$ cat src/rtl/display_pkg.sv
// Shared constants, FSM state type and strobe decode for the seven-segment scan capture path.
// Latency: none (package only).
// Backpressure: none (package only).
package display_pkg;

  localparam int         NUM_DIGITS = 8;
  localparam int         NIBBLE_W   = 4;
  localparam int         IDX_W      = 3;
  localparam logic [7:0] AN_BLANK   = 8'hFF;

  typedef enum logic {
    HUNT,
    COLLECT
  } frame_state_e;

  // Result of decoding one anode sample: legal means exactly one strobe is low.
  typedef struct packed {
    logic             legal;
    logic [IDX_W-1:0] idx;
  } strobe_t;

  function automatic strobe_t decode_strobe(input logic [NUM_DIGITS-1:0] an);
    strobe_t r;
    int      zeros;
    r     = '0;
    zeros = 0;
    for (int k = 0; k < NUM_DIGITS; k++) begin
      if (!an[k]) begin
        zeros = zeros + 1;
        r.idx = IDX_W'(k);
      end
    end
    r.legal = (zeros == 1);
    return r;
  endfunction

endpackage

$ cat src/rtl/scan_settle.sv
// Synchronises the anode/nibble inputs and emits one sample strobe per stable dwell.
// Latency: 2 cycles to an_s/y_s, sample fires SETTLE cycles after an_s/y_s change.
// Backpressure: none; free-running monitor of an asynchronous scan bus.
//
// Ports:
//   clk_in, reset   clock and synchronous active-low reset
//   an, y           raw anode strobes and digit nibble (asynchronous)
//   an_s, y_s       synchronised copies
//   sample          single-cycle strobe: {an_s, y_s} has been stable long enough
module scan_settle
  import display_pkg::*;
#(
  parameter int SETTLE = 4
) (
  input  logic                  clk_in,
  input  logic                  reset,
  input  logic [NUM_DIGITS-1:0] an,
  input  logic [NIBBLE_W-1:0]   y,
  output logic [NUM_DIGITS-1:0] an_s,
  output logic [NIBBLE_W-1:0]   y_s,
  output logic                  sample
);

  localparam int CW = $clog2(SETTLE + 1);

  logic [NUM_DIGITS-1:0]          an_m;
  logic [NIBBLE_W-1:0]            y_m;
  logic [NUM_DIGITS+NIBBLE_W-1:0] prev;
  logic [CW-1:0]                  cnt;
  logic                           armed;
  logic                           changed;

  assign changed = ({an_s, y_s} != prev);

  // cnt == SETTLE-1 is only reachable once per dwell because cnt saturates
  // at SETTLE; armed additionally guarantees a single strobe.
  assign sample = armed && !changed && (cnt == CW'(SETTLE - 1));

  always_ff @(posedge clk_in) begin
    if (!reset) begin
      an_m  <= AN_BLANK;
      an_s  <= AN_BLANK;
      y_m   <= '0;
      y_s   <= '0;
      prev  <= {AN_BLANK, {NIBBLE_W{1'b0}}};
      cnt   <= '0;
      armed <= 1'b1;
    end else begin
      an_m <= an;
      an_s <= an_m;
      y_m  <= y;
      y_s  <= y_m;
      prev <= {an_s, y_s};
      if (changed) begin
        cnt   <= '0;
        armed <= 1'b1;
      end else begin
        if (cnt != CW'(SETTLE))
          cnt <= cnt + 1'b1;
        if (sample)
          armed <= 1'b0;
      end
    end
  end

endmodule

$ cat src/rtl/display_scan_capture.sv
// Rebuilds eight scanned seven-segment digits into a 32-bit word; flags bad scans and a stalled scanner.
// Latency: input change -> registered result 2 + SETTLE + 1 cycles.
// Backpressure: none; outputs are pulses/levels, the scanner is never stalled.
//
// Ports:
//   clk_in, reset   clock and synchronous active-low reset
//   an, y           anode strobes (active-low) and nibble from the display controller
//   digits          last complete frame, digit k in [4k+3:4k]
//   frame_valid     pulse when digits updates
//   frame_err       pulse on illegal strobe or out-of-order digit
//   stale           no accepted sample for TIMEOUT cycles
//   cur_idx         index of the last accepted digit
module display_scan_capture
  import display_pkg::*;
#(
  parameter int SETTLE  = 4,
  parameter int TIMEOUT = 65536
) (
  input  logic                           clk_in,
  input  logic                           reset,
  input  logic [NUM_DIGITS-1:0]          an,
  input  logic [NIBBLE_W-1:0]            y,
  output logic [NUM_DIGITS*NIBBLE_W-1:0] digits,
  output logic                           frame_valid,
  output logic                           frame_err,
  output logic                           stale,
  output logic [IDX_W-1:0]               cur_idx
);

  localparam int TW = $clog2(TIMEOUT + 1);

  logic [NUM_DIGITS-1:0]          an_s;
  logic [NIBBLE_W-1:0]            y_s;
  logic                           sample;
  strobe_t                        strb;

  frame_state_e                   state_q, state_d;
  logic [IDX_W-1:0]               exp_q, exp_d;
  logic [NUM_DIGITS*NIBBLE_W-1:0] shadow_q, shadow_d;
  logic                           accept;
  logic                           complete;
  logic                           err_d;
  logic [TW-1:0]                  tcnt;

  scan_settle #(
    .SETTLE (SETTLE)
  ) u_settle (
    .clk_in (clk_in),
    .reset  (reset),
    .an     (an),
    .y      (y),
    .an_s   (an_s),
    .y_s    (y_s),
    .sample (sample)
  );

  assign strb = decode_strobe(an_s);

  always_comb begin
    state_d  = state_q;
    exp_d    = exp_q;
    shadow_d = shadow_q;
    accept   = 1'b0;
    complete = 1'b0;
    err_d    = 1'b0;
    // Blank dwells between digits are ignored entirely.
    if (sample && (an_s != AN_BLANK)) begin
      if (!strb.legal) begin
        err_d   = 1'b1;
        state_d = HUNT;
        exp_d   = '0;
      end else begin
        case (state_q)
          HUNT: begin
            if (strb.idx == '0) begin
              shadow_d[NIBBLE_W-1:0] = y_s;
              exp_d   = IDX_W'(1);
              state_d = COLLECT;
              accept  = 1'b1;
            end
          end
          COLLECT: begin
            if (strb.idx == exp_q) begin
              shadow_d[NIBBLE_W*strb.idx +: NIBBLE_W] = y_s;
              accept = 1'b1;
              if (exp_q == IDX_W'(NUM_DIGITS - 1)) begin
                complete = 1'b1;
                exp_d    = '0;
              end else begin
                exp_d = exp_q + 1'b1;
              end
            end else if (strb.idx == '0) begin
              // A fresh digit 0 mid-frame is treated as a new frame start.
              err_d  = 1'b1;
              shadow_d[NIBBLE_W-1:0] = y_s;
              exp_d  = IDX_W'(1);
              accept = 1'b1;
            end else begin
              err_d   = 1'b1;
              state_d = HUNT;
              exp_d   = '0;
            end
          end
          default: state_d = HUNT;
        endcase
      end
    end
  end

  always_ff @(posedge clk_in) begin
    if (!reset) begin
      state_q     <= HUNT;
      exp_q       <= '0;
      shadow_q    <= '0;
      digits      <= '0;
      frame_valid <= 1'b0;
      frame_err   <= 1'b0;
      cur_idx     <= '0;
      tcnt        <= '0;
    end else begin
      state_q     <= state_d;
      exp_q       <= exp_d;
      shadow_q    <= shadow_d;
      frame_valid <= complete;
      frame_err   <= err_d;
      if (complete)
        digits <= shadow_d;
      if (accept) begin
        cur_idx <= strb.idx;
        tcnt    <= '0;
      end else if (tcnt != TW'(TIMEOUT)) begin
        tcnt <= tcnt + 1'b1;
      end
    end
  end

  assign stale = (tcnt == TW'(TIMEOUT));

endmodule

$ cat config.mk
export PLATFORM = sky130hd
export DESIGN_NAME = display_scan_capture
export DESIGN_NICKNAME = d
export VERILOG_FILES = /design/src/rtl/display_pkg.sv /design/src/rtl/scan_settle.sv /design/src/rtl/display_scan_capture.sv
export SDC_FILE = /design/constraint.sdc
export NUM_CORES = 1
export LEC_CHECK = 0
export ABC_AREA = 1
export CORE_ASPECT_RATIO = 0.6
export CORE_UTILIZATION = 60
export DETAILED_ROUTE_END_ITERATION = 12
export PLACE_DENSITY = 0.81
export SLEW_MARGIN = 20
export SYNTH_ARGS = -nofsm -noshare
export SYNTH_HDL_FRONTEND = slang
export SYNTH_SLANG_ARGS = --single-unit
$ cat constraint.sdc
create_clock -name clk_in -period 5 [get_ports clk_in]
set_input_delay 0.75 -clock clk_in [delete_from_list [all_inputs] [get_ports clk_in]]
set_output_delay 0.75 -clock clk_in [all_outputs]
set_load 0.02 [all_outputs]
==> flow_summary.toml <==
[global_routing]
grt-ovfl-total = 0
grt_pass1_wl_um = 32800
antenna_found_initial = 0
grtUsageTotal_pct = 31.3
grt_pass1_vias = 6673
grt_max_degree = 47

[sta]
fmax_mhz = 208
whs_ns = 0.411
finalSetupViolCount = 0
setup_tns_ns = 0
period_share_pct = 96.0
skew_ns = 0.00999
worst_pin_slew_ns = 1.02
finalHoldViolCount = 0
maxSlewViolCount = 0
min_period_ns = 4.80
slew_headroom_pct = 31.8

[clock_network]
path_clk_slew_ns = 0.07
cts_made_buffers = 17
root_buffer = "clkbuf_16"
clock-sinks = 130
cts_tree = "yes"
clk_path_buf_depth = 2
hold_buffers = 0
clk_latency_ns = 0.42
htreeDepth = 4

[min_path]
hold_depth = 1
hold_class = "reg2reg"

[final_layout]
nets = 1264
fin_cells = 1410
num_antenna_cells = 0
drive_gt1_share_pct = 12.6
area_delta_synth_final_pct = 18.9
fin_util_pct = 74.2

[floorplan]
design.core.area_um2 = 12300
initial_core_util_pct = 62.4
chipHeight_um = 89.5
ios = 52
fp.dieW_um = 148
dieArea_um2 = 13200
rows = 31

[setup_path]
required_ns = 5.37
path_delay_family = "simple AND/OR/NAND/NOR gates"
critPathMaxStageDelay_ns = 0.35
crit_path_end_kind = "flop"
startpoint_type = "flop"
cp_slowest_cell = "dfxtp_2"
cp_max_fo = 9
crit_buf_inv = 6
ff2ff_path_depth = 30
crit_cells = 30
critPathArrivalTime_ns = 5.17
critPathMostFrequentCell = "nand2_2"
worstSetupPathType = "reg2reg"

[power_and_ir_drop]
irDropWorstVdd_mv = 0.245
total_power_mw = 2.77
p_per_area_nw_per_um2 = 305
power.leakage_nw = 4.23

[synthesis]
synth_area_per_cell_um2 = 6.40
postSynthNetCount = 1227
yosys_warnings = 0
synth_top_cell_by_area = "dfxtp_1"
ys_ff_latch = 130
syn_area_um2 = 7650
seq_area_frac_synth_pct = 34.0
synth.top_cell.area_share_pct = 34.0
netlist_instances = 1195
synthTopCellsByArea = "dfxtp_1 (34%), nand2_1 (24%), inv_1 (6.4%)"
ys_types = 40

[placement]
place_hpwl_um = 12200
place.gp.congestion = 0.967
dp_cells = 1367
numPortBuffers = 51

[detailed_routing]
num_vias = 7525
ant_nets = 0
vias_per_cell = 5.34
routed_wl_um = 19800
wire_per_inst_um = 14.0
drtIter0Drc = 808
dr.pass1.iters = 6
drc = 0

[run_status]
outcome = "complete, no violations"

[job]
drv_cap = 0
-- Yosys cell counts, drive strengths merged --
master	n
nand3b	3
inv	137
and2	2
clkbuf	30
o21ai	34
dfxtp	130
o211ai	6
nor3b	1
nand3	78
buf	28
a31oi	2
nand2	493
clkinv	3
or2	20
nor4	7
ha	18
nand4	19
nor3	11
xnor2	6
xor2	22
nor2	79
a21oi	66
-- logic make-up (layout without fill, tap and decap cells) --
kind of cell / after synthesis / count (layout) / share of synthesized area, %
DFF: 130 / 130 / 34.0
and+or+nand+nor: 713 / 715 / 40.1
adders and majority gates: 18 / 18 / 2.94
buffers and inverters: 198 / 246 / 11.0
xor gates and xnor gates: 28 / 28 / 3.30
AOI/OAI and AO/OA: 108 / 108 / 8.62
-- area by class of cell --
| cell class | count | area (um^2) |
|---|---|---|
| Multi-Input combinational cell | 869 | 4310 |
| Fill cell | 985 | 3160 |
| Sequential cell | 130 | 2610 |
| Timing Repair Buffer | 73 | 774 |
| Inverter | 140 | 541 |
| Clock buffer | 18 | 439 |
| Clock inverter | 14 | 213 |
| Tap cell | 165 | 206 |
| Timing Repair inverter | 1 | 11.3 |
-- per-stage QoR --
stage / worst slack, ns / cell area [um^2]
after floorplan: 0.392 / 7650
after CTS: 0.0457 / 8970
final: 0.199 / 9090
after global placement: 0.219 / 8180
after global routing: -0.0699 / 9090
after detailed placement: 0.0296 / 8180
-- cells in the final DEF (no fill, tap or decap), drive strengths merged, types with 22 or more instances in the layout --
master and instances:
nor2 79, clkdlybuf4s50 51, nand2 495, nand3 78, xor2 22, inv 146
dfxtp 130, a21oi 66, o21ai 34
-- per-layer routing --
metal / GRT usage [%] / routed length, um / vias to the layer above
met5: 0 / 0 / -
met4: 9.65 / 303 / 0
met3: 7.24 / 1920 / 38
met2: 48.1 / 8110 / 368
met1: 43.8 / 9430 / 3322
li1: - / - / 3797
-- final timing paths --
path | from | endpoint | slack, ns
max | u_settle.an_s[0] | digits[26] | 0.20
min | u_settle.an_m[6] | u_settle.an_s[6] | 0.41
max reg2reg | u_settle.an_s[0] | digits[26] | 0.20
min reg2reg | u_settle.an_m[6] | u_settle.an_s[6] | 0.41
-- timing repair --
| item | 4_1_cts | 5_1_grt |
|---|---|---|
| gates cloned | 4 | 1 |
| resized for setup | 15 | 19 |
| pin swaps | 7 | 11 |
| setup buffers | 2 | 4 |
| endpoints found under the setup margin | 78 | 90 |
-- report_power, final --
| part | total, mW | internal, mW | switching [mW] |
|---|---|---|---|
| registers | 1.06 | 1.05 | 0.0148 |
| logic | 0.322 | 0.0974 | 0.225 |
| clock network | 1.39 | 0.866 | 0.520 |
| total | 2.77 | 2.01 | 0.759 |
-- flip-flops by register name (all words and copies together), names as in the netlist --
signal and flops:
state_q 1, tcnt 17, frame_valid 1, u_settle.armed 1, shadow_q 32, u_settle.an_s 8, exp_q 3, u_settle.y_s 4
u_settle.y_m 4, u_settle.prev 12, frame_err 1, u_settle.cnt 3, cur_idx 3, digits 32, u_settle.an_m 8
No activity file was read; power rests on OpenSTA's default activity.
